[src/rtl/neuron_accumulator.sv]
// neuron_accumulator: sequential reduction of 33 signed 32-bit product lanes
// (32 weighted inputs + bias lane 32) into one saturated, optionally ReLU'd
// pre-activation sum, delivered over a valid/ready handshake.
//
//   state | meaning
//   IDLE  | ready for a new product vector
//   ACCUM | summing LANES_PER_CYCLE latched lanes per clock
//   DONE  | result valid, waiting for downstream ready
module neuron_accumulator #(
  parameter int LANES_PER_CYCLE = 1,
  parameter int ACC_W           = 40,
  parameter int RELU            = 0
) (
  input  logic             clk,
  input  logic             rst_n,
  input  logic             in_valid,
  output logic             in_ready,
  input  logic [32:0][31:0] in_prod,
  input  logic [32:0]      in_enable,
  output logic             out_valid,
  input  logic             out_ready,
  output logic [31:0]      out_sum,
  output logic             out_overflow
);

  localparam int L  = LANES_PER_CYCLE;
  localparam int G  = (33 + L - 1) / L;
  localparam int GW = (G > 1) ? $clog2(G) : 1;
  localparam logic [GW-1:0] LAST_GRP = GW'(G - 1);
  localparam logic signed [ACC_W-1:0] SAT_MAX = {{(ACC_W-31){1'b0}}, {31{1'b1}}};
  localparam logic signed [ACC_W-1:0] SAT_MIN = {{(ACC_W-31){1'b1}}, {31{1'b0}}};

  typedef enum logic [1:0] {IDLE, ACCUM, DONE} state_t;

  state_t                  r_state;
  state_t                  w_next;
  logic [32:0][31:0]       r_prod;
  logic [32:0]             r_mask;
  logic [GW-1:0]           r_grp;
  logic signed [ACC_W-1:0] r_acc;
  logic [31:0]             r_sum;
  logic                    r_ovf;

  logic signed [ACC_W-1:0] w_part;
  logic signed [ACC_W-1:0] w_acc_next;
  logic [6:0]              w_idx;
  logic [31:0]             w_sum;
  logic                    w_ovf;
  logic                    w_accept;
  logic                    w_last;
  logic                    w_unused;

  // Bias lane is never maskable, so the incoming bit 32 has no effect.
  assign w_unused = in_enable[32];

  assign in_ready     = (r_state == IDLE);
  assign out_valid    = (r_state == DONE);
  assign out_sum      = r_sum;
  assign out_overflow = r_ovf;
  assign w_accept     = in_valid && (r_state == IDLE);
  assign w_last       = (r_grp == LAST_GRP);

  // Sum the enabled lanes of the current group; indices past 32 contribute 0.
  always_comb begin
    w_part = '0;
    w_idx  = '0;
    for (int j = 0; j < L; j++) begin
      w_idx = 7'(r_grp) * 7'(L) + 7'(j);
      if ((w_idx <= 7'd32) && r_mask[w_idx[5:0]]) begin
        w_part = w_part + {{(ACC_W-32){r_prod[w_idx[5:0]][31]}}, r_prod[w_idx[5:0]]};
      end
    end
    w_acc_next = r_acc + w_part;
  end

  // Saturate the final accumulator to 32 bits, then optional ReLU clamp.
  always_comb begin
    w_ovf = 1'b0;
    w_sum = w_acc_next[31:0];
    if (w_acc_next > SAT_MAX) begin
      w_ovf = 1'b1;
      w_sum = 32'h7FFF_FFFF;
    end else if (w_acc_next < SAT_MIN) begin
      w_ovf = 1'b1;
      w_sum = 32'h8000_0000;
    end
    if ((RELU != 0) && w_sum[31]) begin
      w_sum = '0;
    end
  end

  // State register.
  always_ff @(posedge clk or negedge rst_n) begin
    if (!rst_n) r_state <= IDLE;
    else        r_state <= w_next;
  end

  // Next-state decode.
  always_comb begin
    w_next = r_state;
    case (r_state)
      IDLE:    if (w_accept)  w_next = ACCUM;
      ACCUM:   if (w_last)    w_next = DONE;
      DONE:    if (out_ready) w_next = IDLE;
      default: w_next = IDLE;
    endcase
  end

  // Lane latch, accumulation and result register; result only loads on the
  // last group so it holds steady through DONE and afterwards.
  always_ff @(posedge clk or negedge rst_n) begin
    if (!rst_n) begin
      r_prod <= '0;
      r_mask <= '0;
      r_grp  <= '0;
      r_acc  <= '0;
      r_sum  <= '0;
      r_ovf  <= 1'b0;
    end else if (w_accept) begin
      r_prod <= in_prod;
      r_mask <= {1'b1, in_enable[31:0]};
      r_grp  <= '0;
      r_acc  <= '0;
    end else if (r_state == ACCUM) begin
      r_acc <= w_acc_next;
      r_grp <= r_grp + GW'(1);
      if (w_last) begin
        r_sum <= w_sum;
        r_ovf <= w_ovf;
      end
    end
  end

endmodule
[config.mk]
export PLATFORM = sky130hd
export DESIGN_NAME = neuron_accumulator
export DESIGN_NICKNAME = d
export VERILOG_FILES = /design/src/rtl/neuron_accumulator.sv
export SDC_FILE = /design/constraint.sdc
export NUM_CORES = 2
export LEC_CHECK = 0
export ABC_AREA = 1
export CAP_MARGIN = 0
export CORE_AREA = 2 2 443 445
export CTS_CLUSTER_DIAMETER = 150
export DETAILED_ROUTE_END_ITERATION = 8
export DIE_AREA = 0 0 445 447
export SLEW_MARGIN = 20
export SYNTH_ARGS = -nofsm -noshare
export SYNTH_HDL_FRONTEND = slang
export SYNTH_SLANG_ARGS = --single-unit
[constraint.sdc]
create_clock -name clk -period 5.1 [get_ports clk]
set_clock_uncertainty 0.1 [all_clocks]
set_input_delay 1.02 -clock clk [delete_from_list [all_inputs] [get_ports clk]]
set_output_delay 1.02 -clock clk [all_outputs]
set_load 0.05 [all_outputs]
# Word level (Yosys, flattened, before mapping)

Cells that the tools add are included.
W data, S select, Z words.

Input port bits: 1093
Bits in registers: 1170
Logic and storage cells: 75

Bitwise logic cells: 1
Magnitude comparators: 4
Eq/ne operators: 6
Reduce and logical (&&, ||, !) cells: 6
Add/sub/neg operators: 2
Multiplexer cells: 17

Operators by type and width:

| operator               | count |
|---|---|
| $bmux W32 S6           | 1 |
| $mux W40               | 3 |
| $mux W32               | 3 |
| $add A40 B40 Y40       | 1 |
| $gt A40 B32 Y1 const B | 1 |
| $lt A40 B32 Y1 const B | 1 |
| $mux W6                | 2 |
| $lt A6 B7 Y1 const B   | 1 |
| $add A6 B1 Y6 const B  | 1 |
| $bmux W1 S6            | 1 |
| $eq A6 B6 Y1 const B   | 1 |
| $le A6 B6 Y1 const B   | 1 |
| $mux W2                | 3 |
| $pmux W2 S3            | 1 |
| $reduce_and A3 Y1      | 2 |
| $ne A2 B1 Y1 const B   | 2 |
| $mux W1                | 3 |
| $eq A2 B1 Y1 const B   | 1 |
| $eq A2 B2 Y1 const B   | 1 |
| $logic_and A1 B1 Y1    | 2 |
| $logic_not A2 Y1       | 1 |
| $ne A2 B2 Y1 const B   | 1 |
| $reduce_bool A2 Y1     | 1 |
| $not A1 Y1             | 1 |

# Longest topological paths before layout

Depth after elaboration: 8
Depth in mapped cells: 35

# Worst setup path after synthesis

No wires, ideal clock.

Path kind: reg2reg
Start: reg r_grp[1]
End: reg r_sum[10] (netlist: out_sum[10])
Data required time: 4.879 ns
Cell stages (with the launch flop): 29
Clock period less this slack: 4.116 ns
Arrival time: 3.895 ns
Setup time: 0.121 ns
Setup slack: 0.984 ns
Cells stage by stage: dfrtp_1 > buf_4 > inv_2 > buf_2 > buf_2 > buf_2 > buf_2 > ha_1 > o211ai_1 > nand2_2 > buf_1 > nand2_1 > inv_1 > ha_1 > nand2_1 > inv_1 > a21oi_1 > nand2_1 > nand2_1 > nand2_1 > nand2_1 > nand3_1 > a21oi_1 > inv_1 > nand3_1 > nand2_1 > a21oi_4 > buf_6 > a21oi_2

Word-level cells in the longest chain between the ends: 8
Elaborated cells between the ends (all ways): 14
Classes of those cells: 1 x add/sub; 3 x order compare; 1 x eq/ne; 7 x mux; 2 x reduce/logical

RTL lines:

| element                       | line | source |
|---|---|---|
| start, declared               | 39   | `logic [GW-1:0] r_grp;` |
| start signal, assigned        | 126  | `r_grp <= r_grp + GW'(1);` |
| $bmux W1 S6                   | 69   | `if ((w_idx <= 7'd32) && r_mask[w_idx[5:0]]) begin` |
| $mux W1 (not written as such) | 69   |  |
| $logic_and A1 B1 Y1           | 69   |  |
| $mux W40                      | 69   |  |
| $add A40 B40 Y40              | 73   | `w_acc_next = r_acc + w_part;` |
| $lt A40 B32 Y1                | 83   | `end else if (w_acc_next < SAT_MIN) begin` |
| $mux W32                      | 83   |  |
| $mux W32                      | 80   | `if (w_acc_next > SAT_MAX) begin` |
| end signal, assigned          | 128  | `r_sum <= w_sum;` |
| end, declared                 | 41   | `logic [31:0] r_sum;` |

Parallel ways exist; a longest one is shown, timed or not. The select of a mux whose other input is x is not followed.
A chain may end at the register's enable or synchronous reset.

# Worst setup path in the final report

Start: reg r_grp[0]
End: reg r_sum[10] (netlist: out_sum[10])

The elaborated chain is that of the path after synthesis.

==> results.tsv <==
metric	value	unit
status	completed	
HP Class	primary input to asynchronous set/reset pin	
vias per std cell	4.97	
power per cell area	848	nW/um^2
clock tree buffer depth	3	
FILL cells	19605	
Mapped Area	56600	sq um
hpwl dp	212	mm
CP Data Required Time	5.71	ns
largest fanout on the critical path	8	
Post-Syn Nets	8685	
crit path capture type	flip-flop	
clk slew on worst S/H paths	0.06	ns
register area share after synthesis	51.7	%
final net count	10115	
post-synth top area share	51.7	%
CTS H-Tree Depth	4	
Finished Core Util	42.3	%
row count	162	
Post-synth top flop	dfrtp_1	
CP peak stage delay	0.49	ns
IO Count	1128	
dpl ws	-0.626	ns
Mapped Cells	7550	
largest cells by area after synthesis	dfrtp_1, nand2_1, a21oi_1	
Initial Util	29.1	%
FMAX	201	MHz
# setup viols final	0	
top cell type by total area after synthesis	dfrtp_1	
DIE WIDTH	445	um
fraction of registers with async set/reset	100	%
DR vias	58082	
critical path's top delay family	buffers and inverters	
final worst slack	0.133	ns
Buf+Inv Stages, Crit Path	12	
Worst Setup Start Kind	flip-flop	
initial antenna violation count	81	
largest net degree at the start of global routing	212	
worst relative slew slack	17.2	%
drt pass-1 iters	8	
Worst R2R Path Depth	35	
FF+latch count, synth	1170	
Total Wirelength	283	mm
Port Buffers	1126	
Worst Tran Pin Value	1.24	ns
Die Y-Extent	447	um
Period minus WS final	4.97	ns
post-DR wirelength/cell	24.2	um
Max IR drop VDD	0.516	mV
Max Slew Vio Count	0	
Synth Area per Inst	7.49	sq um
number of max-cap violations	0	
Core Area	194000	sq um
kind of critical path	flip-flop to flip-flop	
area grow syn2layout	45.3	%
GRT Util Overall	27.2	%
post-route ant nets	0	
gpl congestion	0.970	
total CTS buffers	137	
die area	199000	sq um
Most common cell on crit path	nand2_1	
synth unique cells	43	
Lkg Pwr	40.4	nW
EDFF count, synth	0	
endpoints failing hold	0	
Initial DRC Count	5653	
Sink Count	1170	
Worst R2R Setup Slack	0.13	ns
share of cells above drive strength 1	13.7	%
final period utilization	97.4	%
clk_lat worst skew	0.83	ns
CTS tree	built	
Ys Warns	0	
residual DRC count	0	
FF-to-FF End	out_sum[10]	
area post-placement	74500	sq um
root buf cell	clkbuf_16	
grt ovf	0	
number of global-route vias before repair	57057	
critical path data arrival time	5.58	ns
Post-Layout Inst Area	82200	sq um
launch point of the worst reg-to-reg path	r_grp[0]	
first-pass GRT wire length	393	mm
critical path's slowest cell	dfrtp_4	
Tot Pwr	69.7	mW
==> cells in the final DEF (no fill, tap or decap), drive strengths merged, types with 2 or more instances in the layout <==
| cell type | instances |
|---|---|
| o22ai | 15 |
| a21oi | 440 |
| o31ai | 16 |
| clkinvlp | 4 |
| a22o | 31 |
| nor2 | 113 |
| nand4 | 12 |
| clkdlybuf4s50 | 1125 |
| ha | 41 |
| inv | 166 |
| o21ai | 194 |
| o21bai | 7 |
| xnor2 | 9 |
| bufinv | 13 |
| o211ai | 2 |
| buf | 625 |
| a31oi | 4 |
| a22oi | 117 |
| a32o | 120 |
| a32oi | 15 |
| clkbuf | 213 |
| diode | 55 |
| nor3 | 7 |
| nand2 | 4464 |
| clkinv | 42 |
| dfrtp | 1170 |
| nand3 | 99 |
| xor2 | 19 |
==> routing by layer <==
layer	vias up	share of wire [%]	global-route usage, %
met4	16	6.4	16.6
met1	28275	41	35.2
met2	2416	46	42.6
met3	558	6.4	4.47
met5	-	0.036	0
li1	26817	-	-
==> state kept, by name, indices dropped and copies added (netlist names) <==
name and cells:
r_state 2, out_overflow 1, r_acc 40, r_mask 33
out_sum 32, r_grp 6, r_prod 1056
==> layout make-up <==
class / instances / area [sq um] / area share, %
well taps: 2542 / 3180 / 3.87
clock buffers: 197 / 4090 / 4.97
multi-input cells: 5732 / 26400 / 32.1
repair inverters: 1 / 16.3 / 0.0198
inverters: 171 / 693 / 0.843
clock inverters: 53 / 754 / 0.918
diodes: 55 / 138 / 0.167
repair buffers: 1767 / 17700 / 21.5
flip-flops and latches: 1170 / 29300 / 35.6
==> where the power goes <==
part	total [mW]	switching [mW]	internal, mW
Sequential	17.2	3.10	14.1
Combinational	41.9	24.6	17.3
Clock	10.6	4.31	6.28
==> stage by stage <==
| step | hold slack [ns] | std cells | setup TNS, ns |
|---|---|---|---|
| after global placement | 0.357 | 11333 | -22.78 |
| after global routing | 0.239 | 11680 | -3.96 |
| after floorplan | 0.340 | 7550 | 0 |
| final | 0.227 | 11688 | 0 |
| after CTS | 0.215 | 11599 | 0 |
| after detailed placement | 0.360 | 11333 | -21.26 |
==> Yosys cell counts (12+ instances only) <==
master	number
nand2_1	4461
dfrtp_1	1170
a21oi_1	419
clkbuf_1	350
o21ai_0	189
inv_1	163
a32o_1	120
a22oi_1	117
nor2_1	110
nand3_1	98
buf_2	83
ha_1	41
a22o_1	31
buf_1	29
a21oi_2	20
xor2_1	19
o31ai_1	16
a32oi_1	15
o22ai_1	15
nand4_1	12
==> cell families after synthesis <==
logic type / Yosys count / share of synthesized area, %
buffers and inverters: 648 / 4.61
and+or+nand+nor: 4699 / 31.6
AOI/OAI and AO/OA: 963 / 10.7
xor gates and xnor gates: 28 / 0.433
adders and majority gates: 42 / 0.942
DFF: 1170 / 51.7
==> worst register-to-register path: cells and delay by family (launching register included) <==
kind	cells	cell delay [ns]
AOI/OAI and AO/OA	5	0.63
adders and majority gates	1	0.31
buffers and inverters	12	1.71
DFF	1	0.49
and+or+nand+nor	17	1.62
==> worst max-delay path by stage <==
stage	startpoint	endpoint	slack, ns	depth (start not counted)
2_1_floorplan	r_grp[1]	out_sum[10]	0.98	28
3_3_place_gp	r_grp[0]	out_sum[16]	-0.68	29
3_5_place_dp	r_grp[0]	out_sum[15]	-0.63	29
4_1_cts	r_grp[0]	out_sum[3]	0.003	30
5_1_grt	r_grp[0]	out_sum[19]	-0.15	31
6_report	r_grp[0]	out_sum[10]	0.13	35
==> what timing repair did <==
item                                    4_1_cts  5_1_grt
gates cloned                                  5       17
pin swaps                                    11       88
setup buffers                                11       19
hold buffers                                  0        0
endpoints found under the setup margin       45       37
resized for setup                           125      379
(Power assumes the default switching activity.)
